File: src/rtl/spi_master_xfer.sv
// SPI mode-0 master: shifts one DATA_W-bit word out on MOSI, MSB first, while
// assembling DATA_W bits from MISO; registered outputs, one-cycle done strobe.
module spi_master_xfer #(
    parameter int CLK_DIV = 4,
    parameter int DATA_W  = 32
) (
    input  logic              clk,
    input  logic              reset,
    input  logic              start,
    input  logic [DATA_W-1:0] tx_data,
    input  logic              miso,
    output logic              sclk,
    output logic              mosi,
    output logic              cs_n,
    output logic              busy,
    output logic              done,
    output logic [DATA_W-1:0] rx_data
);

    typedef enum logic [1:0] {
        IDLE  = 2'd0,
        SETUP = 2'd1,
        SHIFT = 2'd2,
        HOLD  = 2'd3
    } state_t;

    localparam int CNT_W = (CLK_DIV > 1) ? $clog2(CLK_DIV) : 1;
    localparam int BIT_W = $clog2(DATA_W + 1);
    localparam logic [CNT_W-1:0] DIV_LAST = CNT_W'(CLK_DIV - 1);
    localparam logic [BIT_W-1:0] BIT_LAST = BIT_W'(DATA_W - 1);

    state_t            state_q, state_d;
    logic [CNT_W-1:0]  div_cnt_q, div_cnt_d;
    logic [BIT_W-1:0]  bit_cnt_q, bit_cnt_d;
    logic [DATA_W-1:0] tx_sr_q, tx_sr_d;
    logic [DATA_W-1:0] rx_sr_q, rx_sr_d;
    logic [DATA_W-1:0] rx_data_q, rx_data_d;
    logic              sclk_q, sclk_d;
    logic              mosi_q, mosi_d;
    logic              cs_n_q, cs_n_d;
    logic              busy_q, busy_d;
    logic              done_q, done_d;

    logic div_tc;
    assign div_tc = (div_cnt_q == DIV_LAST);

    // State and datapath registers
    always_ff @(posedge clk or posedge reset) begin
        if (reset) begin
            state_q   <= IDLE;
            div_cnt_q <= '0;
            bit_cnt_q <= '0;
            tx_sr_q   <= '0;
            rx_sr_q   <= '0;
            rx_data_q <= '0;
            sclk_q    <= 1'b0;
            mosi_q    <= 1'b0;
            cs_n_q    <= 1'b1;
            busy_q    <= 1'b0;
            done_q    <= 1'b0;
        end else begin
            state_q   <= state_d;
            div_cnt_q <= div_cnt_d;
            bit_cnt_q <= bit_cnt_d;
            tx_sr_q   <= tx_sr_d;
            rx_sr_q   <= rx_sr_d;
            rx_data_q <= rx_data_d;
            sclk_q    <= sclk_d;
            mosi_q    <= mosi_d;
            cs_n_q    <= cs_n_d;
            busy_q    <= busy_d;
            done_q    <= done_d;
        end
    end

    // Next-state logic
    always_comb begin
        state_d = state_q;
        case (state_q)
            IDLE:    if (start) state_d = SETUP;
            SETUP:   if (div_tc) state_d = SHIFT;
            SHIFT:   if (div_tc && sclk_q && (bit_cnt_q == BIT_LAST)) state_d = HOLD;
            HOLD:    if (div_tc) state_d = IDLE;
            default: state_d = IDLE;
        endcase
    end

    // Output / datapath logic
    always_comb begin
        div_cnt_d = div_cnt_q;
        bit_cnt_d = bit_cnt_q;
        tx_sr_d   = tx_sr_q;
        rx_sr_d   = rx_sr_q;
        rx_data_d = rx_data_q;
        sclk_d    = sclk_q;
        mosi_d    = mosi_q;
        cs_n_d    = cs_n_q;
        busy_d    = busy_q;
        done_d    = 1'b0;
        case (state_q)
            IDLE: begin
                div_cnt_d = '0;
                if (start) begin
                    tx_sr_d   = tx_data;
                    mosi_d    = tx_data[DATA_W-1];
                    rx_sr_d   = '0;
                    bit_cnt_d = '0;
                    cs_n_d    = 1'b0;
                    busy_d    = 1'b1;
                end
            end
            SETUP: begin
                if (div_tc) begin
                    // The first sclk rise happens here, so MISO is captured now.
                    div_cnt_d = '0;
                    sclk_d    = 1'b1;
                    rx_sr_d   = {rx_sr_q[DATA_W-2:0], miso};
                end else begin
                    div_cnt_d = div_cnt_q + 1'b1;
                end
            end
            SHIFT: begin
                if (div_tc) begin
                    div_cnt_d = '0;
                    if (sclk_q) begin
                        sclk_d    = 1'b0;
                        tx_sr_d   = {tx_sr_q[DATA_W-2:0], 1'b0};
                        mosi_d    = tx_sr_q[DATA_W-2];
                        bit_cnt_d = bit_cnt_q + 1'b1;
                    end else begin
                        sclk_d  = 1'b1;
                        rx_sr_d = {rx_sr_q[DATA_W-2:0], miso};
                    end
                end else begin
                    div_cnt_d = div_cnt_q + 1'b1;
                end
            end
            HOLD: begin
                if (div_tc) begin
                    div_cnt_d = '0;
                    cs_n_d    = 1'b1;
                    busy_d    = 1'b0;
                    done_d    = 1'b1;
                    rx_data_d = rx_sr_q;
                end else begin
                    div_cnt_d = div_cnt_q + 1'b1;
                end
            end
            default: begin
                div_cnt_d = '0;
            end
        endcase
    end

    assign sclk    = sclk_q;
    assign mosi    = mosi_q;
    assign cs_n    = cs_n_q;
    assign busy    = busy_q;
    assign done    = done_q;
    assign rx_data = rx_data_q;

endmodule
File: config.mk
export PLATFORM = sky130hd
export DESIGN_NAME = spi_master_xfer
export DESIGN_NICKNAME = d
export VERILOG_FILES = /design/src/rtl/spi_master_xfer.sv
export SDC_FILE = /design/constraint.sdc
export NUM_CORES = 1
export LEC_CHECK = 0
export BUFFER_PORTS_ARGS = -buffer_cell sky130_fd_sc_hd__buf_2
export CAP_MARGIN = 20
export CORE_MARGIN = 3
export CORE_UTILIZATION = 45
export CTS_CLUSTER_DIAMETER = 50
export DETAILED_ROUTE_END_ITERATION = 8
export PLACE_DENSITY = 0.62
export SYNTH_ARGS = -nofsm -noshare
export SYNTH_HDL_FRONTEND = slang
export SYNTH_SLANG_ARGS = --single-unit
File: constraint.sdc
create_clock -name clk -period 5.49 [get_ports clk]
set_input_delay 0.8235 -clock clk [delete_from_list [all_inputs] [get_ports clk]]
set_output_delay 0.8235 -clock clk [all_outputs]
set_load 0.03 [all_outputs]
* Yosys cells after proc, flatten, opt, wreduce, memory -nomap -nowiden
Index checks and enable logic that the tools add are counted.
** Cells by class
- Equal/unequal tests :: 12
- Reductions and logical operators :: 14
- Muxes and demuxes :: 35
- Add/sub/neg operators :: 2
** Operators by type and width (count)
- $mux W32 :: 4
- $pmux W32 S3 :: 1
- $mux W31 :: 3
- $pmux W31 S2 :: 1
- $mux W6 :: 3
- $ne A2 B2 Y1 const B :: 7
- $pmux W6 S2 :: 1
- $mux W1 :: 11
- $mux W2 :: 5
- $pmux W1 S2 :: 4
- $pmux W2 S4 :: 1
- $reduce_and A4 Y1 :: 2
- $add A6 B1 Y6 const B :: 1
- $eq A2 B2 Y1 const B :: 3
- $eq A6 B5 Y1 const B :: 1
- $reduce_and A3 Y1 :: 2
- $reduce_bool A2 Y1 :: 3
- $reduce_and A5 Y1 :: 1
- $pmux W2 S2 :: 1
- $reduce_bool A3 Y1 :: 1
- $reduce_or A3 Y1 :: 1
- $add A2 B1 Y2 const B :: 1
- $eq A2 B1 Y1 const B :: 1
- $logic_and A1 B1 Y1 :: 2
- 2 further kinds :: 2
** Word-level totals
- Flip-flop bits (word level) :: 110
- Output and inout port bits :: 37

* Longest topological paths before layout
Gate-level depths: netlist of run 1.
- Depth in word-level cells :: 5
- Depth in mapped cells :: 8

* Least setup slack after synthesis of run 1
OpenSTA, ideal clock, no wires.
- Kind :: input port to flip-flop
- Start :: input port start
- End :: register rx_sr_q[0]
- Data arrival time :: 1.577 ns
- Stages :: 5
- Data required time :: 5.411 ns
- Buffers on the path :: 2
- Slack :: 3.834 ns
- Path through :: nand2b_1 -> buf_2 -> nand3_2 -> buf_4 -> mux2i_1
** Between the ends
- Word-level cells in the longest chain between the ends :: 2
** RTL lines
- start: declaration :: line 9 : input logic start,
- $ne A2 B2 Y1 (no source line)
- $reduce_and A5 Y1 (no source line)
- end signal: assignment :: line 66 : rx_sr_q <= rx_sr_d;
- end: declaration :: line 36 : logic [DATA_W-1:0] rx_sr_q, rx_sr_d;
No other way between the ends.
A chain may end at the register's enable or synchronous reset.

* Worst setup path after layout of run 1
- Start :: register state_q[0]
- End :: register tx_sr_q[6]
** Between the ends
- Word-level cells in the longest chain between the ends :: 3
- Elaborated cells between the ends (all ways) :: 8
- Classes of those cells :: 4 x eq/ne; 1 x mux; 3 x reduce/logical
** RTL lines
- start: declaration :: line 32 : state_t state_q, state_d;
- start signal: assignment :: line 62 : state_q <= state_d;
- $eq A2 B2 Y1 / $logic_not A2 Y1 (equally long branches) :: line 100 : case (state_q)
- $ne A2 B2 Y1 (no source line) / $reduce_bool A2 Y1 (equally long branches)
- $reduce_and A4 Y1 (no source line)
- end signal: assignment :: line 65 : tx_sr_q <= tx_sr_d;
- end: declaration :: line 35 : logic [DATA_W-1:0] tx_sr_q, tx_sr_d;
Parallel ways exist; a longest one is shown, timed or not.

==> run summary, run 1 <==
pre-CTS WS = 2.628 ns
Worst setup EP type = flip-flop
Post-CTS Setup Inserts = 0
largest net degree at the start of global routing = 70
port bufs = 72
IO Count = 73
placed cell area = 5285 um^2
clock input transition at the sequential cells of the worst setup and hold paths = 0.10 ns
HPWL after DPL = 5996 um
Worst Path Arrival = 3.08 ns
worst flop-to-flop path endpoint = tx_sr_q[6]$_DFFE_PP0P_
First-pass DRT Iterations = 4
Core ar. = 10420 um^2
sum of negative setup slack = 0 ns
# fillers = 975
Critical path destination = tx_sr_q[6]$_DFFE_PP0P_
Peak VDD IR = 0.1236 mV
Worst Reg-to-Reg Cells = 8
drt drc = 0
synthesized flop and latch total = 110
Layout area overhead = 13.60%
vias in the first global route = 3221
Die W = 110.2 um
grt total ovfl = 0
Max Cap Viol = 0
TritonCTS clock tree = built
RSZ-0062 raised after global routing = no
syn_area_per_cell = 10.50 um^2
area of the mapped netlist = 4883 um^2
Routed wire per std cell = 13.88 um
# placed instances = 645
Post-CTS Hold Buffers = 0
Nets = 564
Final min period = 2.840 ns
fin crit share = 51.73%
Reg2Reg Setup Slack = 2.65 ns
first-pass GRT wire length = 15160 um
WL final = 9203 um
Mapped Nets = 507
yosys warns = 0
Die ar. = 12140 um^2
Hold Violations, Final = 0
clock buffer depth = 2
clk_skew = 0.02281 ns
Critical Path RT = 5.73 ns
reg2reg start = state_q[0]$_DFFE_PP0P_
fin. max-slew vios = 0
Max-Slew Margin vs Limit = 34.80%
Pwr per Cell Area = 245.6 nW/um^2
n_diodes = 0
cell count after synthesis = 465
worst-skew pair later-pin latency = 0.37 ns
layout cells sized above 1 = 21.06%
RePlAce Congestion = 0.7270
CP Launch Point = state_q[0]$_DFFE_PP0P_
DIE HEIGHT = 110.2 um
outcome = finished, final reports clean
Clock Root Buffer = clkbuf_8
register area share after synthesis = 56.39%
Starting Density = 46.88%
DRC marker count from the first detailed-route iteration = 203
non-filler cells, final = 663
Vias/cell = 5.163
slew at the pin with the worst max-slew slack = 0.9745 ns
initial antenna violation count = 0
total track usage = 15.70%
number of gates resized after cts = 0
synth top area cells = dfrtp_1 56%, mux2i_1 13%, o21ai_0 7.8%, nand2_1 5.5%, inv_1 2.8%
fin area = 5548 um^2
top cell type's share of synthesized area = 55.85%
final setup fails = 0
number of H-tree levels = 3
worst setup margin = 2.650 ns
CTS sink cnt = 110
worst-path maximum fanout = 46
post-synth top area cell = dfrtp_1
CTS Buf Count = 9
Fmax = 352.1 MHz
Hold Path Class = reg -> reg
Yosys cell types = 40
startpoint types = flip-flop
total number of vias = 3423
Pleak = 0.003334 uW
number of cell rows = 37
Worst Setup Path Type = reg -> reg
Routed Antenna Nets = 0
## Yosys cell counts
cell type and instances:
inv_1 37, o21ai_0 76, clkbuf_1 15, nand2b_1 2
ha_1 6, a211o_1 1, nor3b_1 1, nand3_1 1
buf_2 10, o211ai_1 2, and3_1 2, o221ai_2 2
o21bai_1 2, a21o_1 1, nand3b_1 2, o2bb2ai_1 1
a41oi_1 1, buf_6 3, or2_1 1, and4b_1 1
dfrtp_1 109, buf_8 1, a21oi_1 7, buf_1 1
nor2_1 1, o21ai_2 6, a211oi_1 1, nand3_2 1
nand2_1 72, nor2b_1 2, nor3_1 1, a21boi_1 1
o21ai_1 22, o31ai_1 1, buf_4 3, nand4_1 2
and2b_1 1, mux2i_1 64, a31o_2 1, dfstp_2 1
## sequential cells by signal, indices dropped and copies added (netlist names), 2 cells and up
name,flops
state_q,2
bit_cnt_q,6
rx_data,32
tx_sr_q,31
rx_sr_q,32
div_cnt_q,2
## cells in the final DEF, fill, tap and decap left out, types with 5 or more instances in the layout
master      n
a21oi_1     7
buf_2      72
buf_4       5
clkbuf_8   11
dfrtp_1   109
ha_1        5
inv_1      36
mux2i_1    63
nand2_1    71
o21ai_0    76
o21ai_1    22
o21ai_2     6
## final cells by class
type | instances | area [um^2] | area share (%)
sequential | 110 | 2754 | 49.64
timing repair buffer | 79 | 445.4 | 8.029
clock inverter | 5 | 63.81 | 1.150
inverter | 37 | 141.4 | 2.548
tap | 136 | 170.2 | 3.067
clock buffer | 11 | 151.4 | 2.729
multi-input combinational | 285 | 1822 | 32.84
## per-layer routing
layer | vias to the layer above | GRT usage, % | wire [um]
li1 | 1680 | - | -
met1 | 1675 | 22.32 | 4460
met2 | 59 | 23.96 | 4206
met3 | 9 | 2.912 | 414
met4 | 0 | 6.069 | 123
met5 | - | 0 | 0
## through the flow
stage | utilization [%] | hold WS [ns] | total power [uW]
after detailed placement | 50.74 | 0.4407 | 864.8
after global routing | 53.26 | 0.4802 | 1416
after CTS | 52.80 | 0.4545 | 1380
after global placement | 50.74 | 0.4298 | 863.6
after floorplan | - | 0.4192 | 844.5
final | 53.26 | 0.4475 | 1362
## logic make-up (layout without fill, tap and decap cells)
family	after synthesis	in the layout	share of synthesized area [%]
compound gates	125	125	14.40
fa+ha+maj	6	6	1.537
buf+inv	70	132	6.559
flops	110	110	56.39
mux	64	64	13.12
simple gates	90	90	7.994
## worst max-delay path, cell delays in order (launching register included)
cell     delay (ns)
dfrtp_1        0.40
inv_1          0.09
ha_2           0.19
buf_4          0.33
mux2i_2        0.22
buf_4          0.35
or2_1          0.64
buf_4          0.37
o21ai_0        0.12
## worst min-delay path by stage
stage,from,to,depth (start not counted)
after global placement,div_cnt_q[0]$_DFF_PP0_,div_cnt_q[0]$_DFF_PP0_,1
final,div_cnt_q[0]$_DFF_PP0_,div_cnt_q[0]$_DFF_PP0_,1
after detailed placement,div_cnt_q[0]$_DFF_PP0_,div_cnt_q[0]$_DFF_PP0_,1
after global routing,div_cnt_q[0]$_DFF_PP0_,div_cnt_q[0]$_DFF_PP0_,1
after CTS,div_cnt_q[0]$_DFF_PP0_,div_cnt_q[0]$_DFF_PP0_,1
after floorplan,div_cnt_q[0]$_DFF_PP0_,div_cnt_q[0]$_DFF_PP0_,1
## power breakdown
part	leakage [uW]	switching [uW]	total, uW	internal, uW
Combinational	0.00188	22.4	34.0	11.6
Sequential	0.00135	1.19	813	812
Clock	0.000107	275	515	240
Note: power is estimated with default switching activity, not from simulation.
==> run 2, diff against run 1 <==
--- a/config.mk
+++ b/config.mk
@@ -5,13 +5,14 @@
 export SDC_FILE = /design/constraint.sdc
 export NUM_CORES = 1
 export LEC_CHECK = 0
+export ABC_AREA = 1
 export BUFFER_PORTS_ARGS = -buffer_cell sky130_fd_sc_hd__buf_2
 export CAP_MARGIN = 20
 export CORE_MARGIN = 3
 export CORE_UTILIZATION = 45
 export CTS_CLUSTER_DIAMETER = 50
 export DETAILED_ROUTE_END_ITERATION = 8
-export PLACE_DENSITY = 0.62
+export PLACE_DENSITY = 0.65
 export SYNTH_ARGS = -nofsm -noshare
 export SYNTH_HDL_FRONTEND = slang
 export SYNTH_SLANG_ARGS = --single-unit
==> constraint.sdc (replaced) <==
create_clock -name clk -period 2.4 [get_ports clk]
set_input_delay 0.36 -clock clk [delete_from_list [all_inputs] [get_ports clk]]
set_output_delay 0.36 -clock clk [all_outputs]
set_load 0.03 [all_outputs]
==> run summary, run 2 <==
outcome = finished, final reports clean
Worst Path Arrival = 2.29 ns
post-synth top area cell = dfrtp_1
sum of negative setup slack = 0 ns
area of the mapped netlist = 4677 um^2
worst-skew pair later-pin latency = 0.37 ns
DIE HEIGHT = 107.9 um
synthesized flop and latch total = 110
Routed Antenna Nets = 0
Max-Slew Margin vs Limit = 61.29%
startpoint types = flip-flop
WL final = 8707 um
Reg2Reg Setup Slack = 0.41 ns
clock buffer depth = 2
Routed wire per std cell = 12.16 um
Final min period = 1.995 ns
yosys warns = 0
Worst Setup Path Type = reg -> reg
total number of vias = 3461
cell count after synthesis = 513
layout cells sized above 1 = 17.87%
Worst Reg-to-Reg Cells = 8
pre-CTS WS = 0.4046 ns
Layout area overhead = 15.41%
synth cell count leaders = 220 x nand2_1, 109 x dfrtp_1, 61 x o21ai_1, 31 x mux2i_1
Max Cap Viol = 0
synth top area cells = dfrtp_1 58%, nand2_1 18%, mux2i_1 6.6%, o21ai_1 6.5%, buf_2 1.7%
Clock Power Share = 19.6%
Worst setup EP type = flip-flop
Hold Violations, Final = 0
number of synthesized flops with an enable pin = 0
CTS sink cnt = 110
clock input transition at the sequential cells of the worst setup and hold paths = 0.11 ns
top cell type's share of synthesized area = 58.32%
commonest non-fill, non-tap cell in the layout = nand2_1
number of gates resized after cts = 0
Die ar. = 11650 um^2
fin. max-slew vios = 0
# placed instances = 699
Pleak = 0.002775 uW
Comb power frac = 38.8%
Post-CTS Setup Inserts = 0
Starting Density = 46.98%
Mapped Nets = 555
TritonCTS clock tree = built
fin crit share = 83.11%
Die W = 107.9 um
# fillers = 924
worst flop-to-flop path endpoint = rx_sr_q[27]$_DFFE_PP0P_
worst setup margin = 0.4055 ns
largest net degree at the start of global routing = 65
Pwr per Cell Area = 1108 nW/um^2
DRC marker count from the first detailed-route iteration = 220
reg2reg start = state_q[0]$_DFFE_PP0P_
hold_ws = 0.01658 ns
First-pass DRT Iterations = 4
Nets = 619
drt drc = 0
Int Power = 3564 uW
Vias/cell = 4.834
first-pass GRT wire length = 15250 um
vias in the first global route = 3425
final setup fails = 0
Critical Path RT = 2.69 ns
RSZ-0062 raised after global routing = no
number of cell rows = 36
Hold Path Class = in -> async
Yosys cell types = 21
most frequent cells in the layout = 220 x nand2_1, 109 x dfrtp_1, 72 x buf_2, 61 x o21ai_1, 31 x mux2i_1
sequential fraction of design power = 41.6%
non-filler cells, final = 716
HPWL after DPL = 5760 um
Final Core Density = 54.22%
Peak VDD IR = 0.5014 mV
port bufs = 72
top-count cell post-synth = nand2_1
grt total ovfl = 0
worst-path maximum fanout = 64
switching part of the total = 40.40%
RePlAce Congestion = 0.7642
Fmax = 501.4 MHz
CTS Buf Count = 9
Clock Root Buffer = clkbuf_8
Core ar. = 9955 um^2
Multi-input gate area = 1714 um^2
initial antenna violation count = 0
Post-CTS Hold Buffers = 0
clk_skew = 0.01669 ns
Sw Pwr = 2416 uW
syn_area_per_cell = 9.117 um^2
register area share after synthesis = 58.88%
Synth async-reset ratio = 100.0%
slew at the pin with the worst max-slew slack = 0.5806 ns
Sequential Area = 2754 um^2
number of H-tree levels = 3
total track usage = 16.12%
IO Count = 73
ys flop type = dfrtp_1
run 2: cell count changes after synthesis, sizes merged, moves of 6 or more:
cell,previous run,this run
mux2i,64,31
clkbuf,15,9
nor2,1,11
nand3,2,8
o21ai,104,71
nand2,72,220
inv,37,18
run 2: cell type report:
class	instances	area share, %
Antenna cell	1	0.04636
Clock buffer	9	2.295
Clock inverter	7	1.623
Inverter	18	1.321
Multi-Input combinational cell	357	31.76
Sequential cell	110	51.02
Tap cell	133	3.083
Timing Repair Buffer	81	8.855
run 2: kinds of logic (layout without fill, tap and decap cells):
group                    Yosys count  count (layout)  share of synthesized area [%]
multiplexers                      31              31                          6.635
AND/OR/NAND/NOR                  243             243                          20.06
AO/OA/AOI/OAI                     77              77                          8.293
buffers and inverters             46             115                          4.521
adder cells (fa/ha/maj)            6               6                          1.605
other                              0               1                              0
flip-flops                       110             110                          58.88
run 2: per-layer routing:
metal / part of all wire, % / GRT usage (%) / wire length [um] / up-vias
met5: 0 / 0 / 0 / -
met4: 1.5 / 6.041 / 127 / 0
met3: 4.8 / 2.687 / 415 / 12
met2: 45 / 27.31 / 3947 / 75
met1: 48 / 20.89 / 4217 / 1604
li1: - / - / - / 1770
run 2: how the worst max path moves through the flow:
stage	startpoint	end	slack, ns	cells past startpoint
finish	state_q[0]$_DFFE_PP0P_	rx_sr_q[27]$_DFFE_PP0P_	0.41	8
CTS	state_q[0]$_DFFE_PP0P_	rx_sr_q[27]$_DFFE_PP0P_	0.40	8
global placement	state_q[0]$_DFFE_PP0P_	rx_sr_q[29]$_DFFE_PP0P_	0.47	8
global route	state_q[0]$_DFFE_PP0P_	rx_sr_q[11]$_DFFE_PP0P_	0.19	8
floorplan	reset	bit_cnt_q[0]$_DFFE_PP0P_	0.71	1
detailed placement	state_q[0]$_DFFE_PP0P_	rx_sr_q[19]$_DFFE_PP0P_	0.40	8
run 2: critical path, cell delays in order, from the launching register on:
cell and delay (ns):
dfrtp_1 0.42, inv_1 0.09, ha_2 0.18, buf_4 0.48, nand2_1 0.17, nand3_2 0.14, buf_12 0.24, nand2_1 0.09
o21ai_1 0.08
run 2: power groups by stage:
stage / logic (uW) / clock network, uW / registers [uW]
final: 2320 / 1170 / 2490
after global routing: 2660 / 1280 / 2540
after CTS: 2360 / 1220 / 2490
after detailed placement: 2350 / 0 / 2520
after global placement: 2300 / 0 / 2510
after floorplan: 1830 / 0 / 2580
run 2: through the flow:
stage | total power, uW | instance area (um^2)
3_3_place_gp | 4802 | 5184
6_report | 5981 | 5398
4_1_cts | 6058 | 5395
2_1_floorplan | 4411 | 4681
3_5_place_dp | 4875 | 5184
5_1_grt | 6487 | 5395
==> run 3, diff against run 2 <==
==> constraint.sdc (replaced) <==
create_clock -name clk -period 1.7 [get_ports clk]
set_input_delay 0.255 -clock clk [delete_from_list [all_inputs] [get_ports clk]]
set_output_delay 0.255 -clock clk [all_outputs]
set_load 0.03 [all_outputs]
==> run summary, run 3 (synthesis results as in run 2) <==
Routed Antenna Nets = 0
reg2reg start = state_q[0]$_DFFE_PP0P_
Worst Setup Path Type = reg -> reg
largest net degree at the start of global routing = 65
Core ar. = 9955 um^2
RSZ-0062 raised after global routing = yes
clk_skew = 0.01164 ns
Die ar. = 11650 um^2
pre-CTS WS = 0.02910 ns
clock input transition at the sequential cells of the worst setup and hold paths = 0.10 ns
fin area = 5612 um^2
First-pass DRT Iterations = 4
slew at the pin with the worst max-slew slack = 0.5920 ns
commonest non-fill, non-tap cell in the layout = nand2_1
number of H-tree levels = 3
fin crit share = 94.06%
non-filler cells, final = 726
total track usage = 16.60%
clock buffer depth = 2
Starting Density = 46.98%
placed cell area = 5254 um^2
drt drc = 0
Pleak = 0.002860 uW
Peak VDD IR = 1.132 mV
Final min period = 1.599 ns
Max Cap Viol = 0
vias in the first global route = 3331
Critical Path RT = 1.96 ns
worst setup margin = 0.1010 ns
IO Count = 73
Clock Root Buffer = clkbuf_8
initial antenna violation count = 0
CP Launch Point = state_q[0]$_DFFE_PP0P_
Max-Slew Margin vs Limit = 60.45%
sum of negative setup slack = 0 ns
worst-path maximum fanout = 32
Worst setup EP type = flip-flop
final setup fails = 0
Vias/cell = 4.923
port bufs = 72
startpoint types = flip-flop
Routed wire per std cell = 13.38 um
most frequent cells in the layout = 220 x nand2_1, 108 x dfrtp_1, 72 x buf_2, 61 x o21ai_1, 31 x mux2i_1
Fmax = 625.4 MHz
worst hold start = tx_data[0]
Nets = 630
Worst Path Arrival = 1.85 ns
layout cells sized above 1 = 20.07%
fin. max-slew vios = 0
Layout area overhead = 19.98%
HPWL after DPL = 6127 um
worst-skew pair later-pin latency = 0.37 ns
first-pass GRT wire length = 15630 um
number of cell rows = 36
# fillers = 902
Hold Path Class = in -> reg
Post-CTS Setup Inserts = 0
WL final = 9711 um
grt total ovfl = 0
Pwr per Cell Area = 1649 nW/um^2
TritonCTS clock tree = built
Hold Violations, Final = 0
CTS sink cnt = 110
# placed instances = 705
total number of vias = 3574
hold_ws = 0.1290 ns
outcome = finished, final reports clean
Die W = 107.9 um
RePlAce Congestion = 0.7364
DIE HEIGHT = 107.9 um
DRC marker count from the first detailed-route iteration = 196
n_diodes = 0
CTS Buf Count = 9
## run 3: area by class of cell
type	count	area [um^2]	share of cell area, %
clock inverters	6	75.07	1.338
clock buffers	10	137.6	2.453
inverters	18	73.82	1.315
flip-flops and latches	110	2755	49.10
multi-input cells	357	1755	31.28
well taps	133	166.4	2.965
repair buffers	92	648.1	11.55
## run 3: final timing paths
kind	to	cells after the start	slack, ns
setup reg to reg	rx_sr_q[28]$_DFFE_PP0P_	9	0.10
max in group asynchronous	cs_n$_DFFE_PP1P_	4	0.62
setup / recovery	rx_sr_q[28]$_DFFE_PP0P_	9	0.10
hold reg to reg	div_cnt_q[0]$_DFF_PP0_	1	0.45
min in group asynchronous	tx_sr_q[25]$_DFFE_PP0P_	3	0.50
hold / removal	tx_sr_q[0]$_DFFE_PP0P_	3	0.13
## run 3: timing repair
action / in CTS / in global routing
hold buffers: 1 / 0
gates resized for setup: 0 / 11
setup endpoints to repair: 0 / 64
hold endpoints to repair: 20 / 0
## run 3: worst max-delay path, cell delays in order, from the launching register on
cell	delay, ns
dfrtp_1	0.42
inv_2	0.09
ha_4	0.19
inv_2	0.10
nor2_1	0.06
nor2_2	0.16
nand3_4	0.14
buf_12	0.20
nand2_1	0.07
o21ai_1	0.06
## run 3: power breakdown
group          switching, uW  leakage (uW)  total (uW)  internal [uW]
registers                333       0.00146        3530           3200
clock network            898      0.000105        1640            746
logic                   2480       0.00129        4080           1600
## run 3: metal layers
metal  routed length (um)  up-vias  GRT usage [%]
met5                    0        -              0
met4                  158        0          5.681
met3                  423       13          3.284
met2                 4377       71          25.71
met1                 4752     1701          23.53
li1                     -     1789              -
## run 3: metrics by stage
step,util (%),total power (uW)
6_report,56.37,9254
4_1_cts,55.02,8700
3_5_place_dp,52.78,7046
5_1_grt,56.37,9978
3_3_place_gp,52.78,6941
2_1_floorplan,-,6227
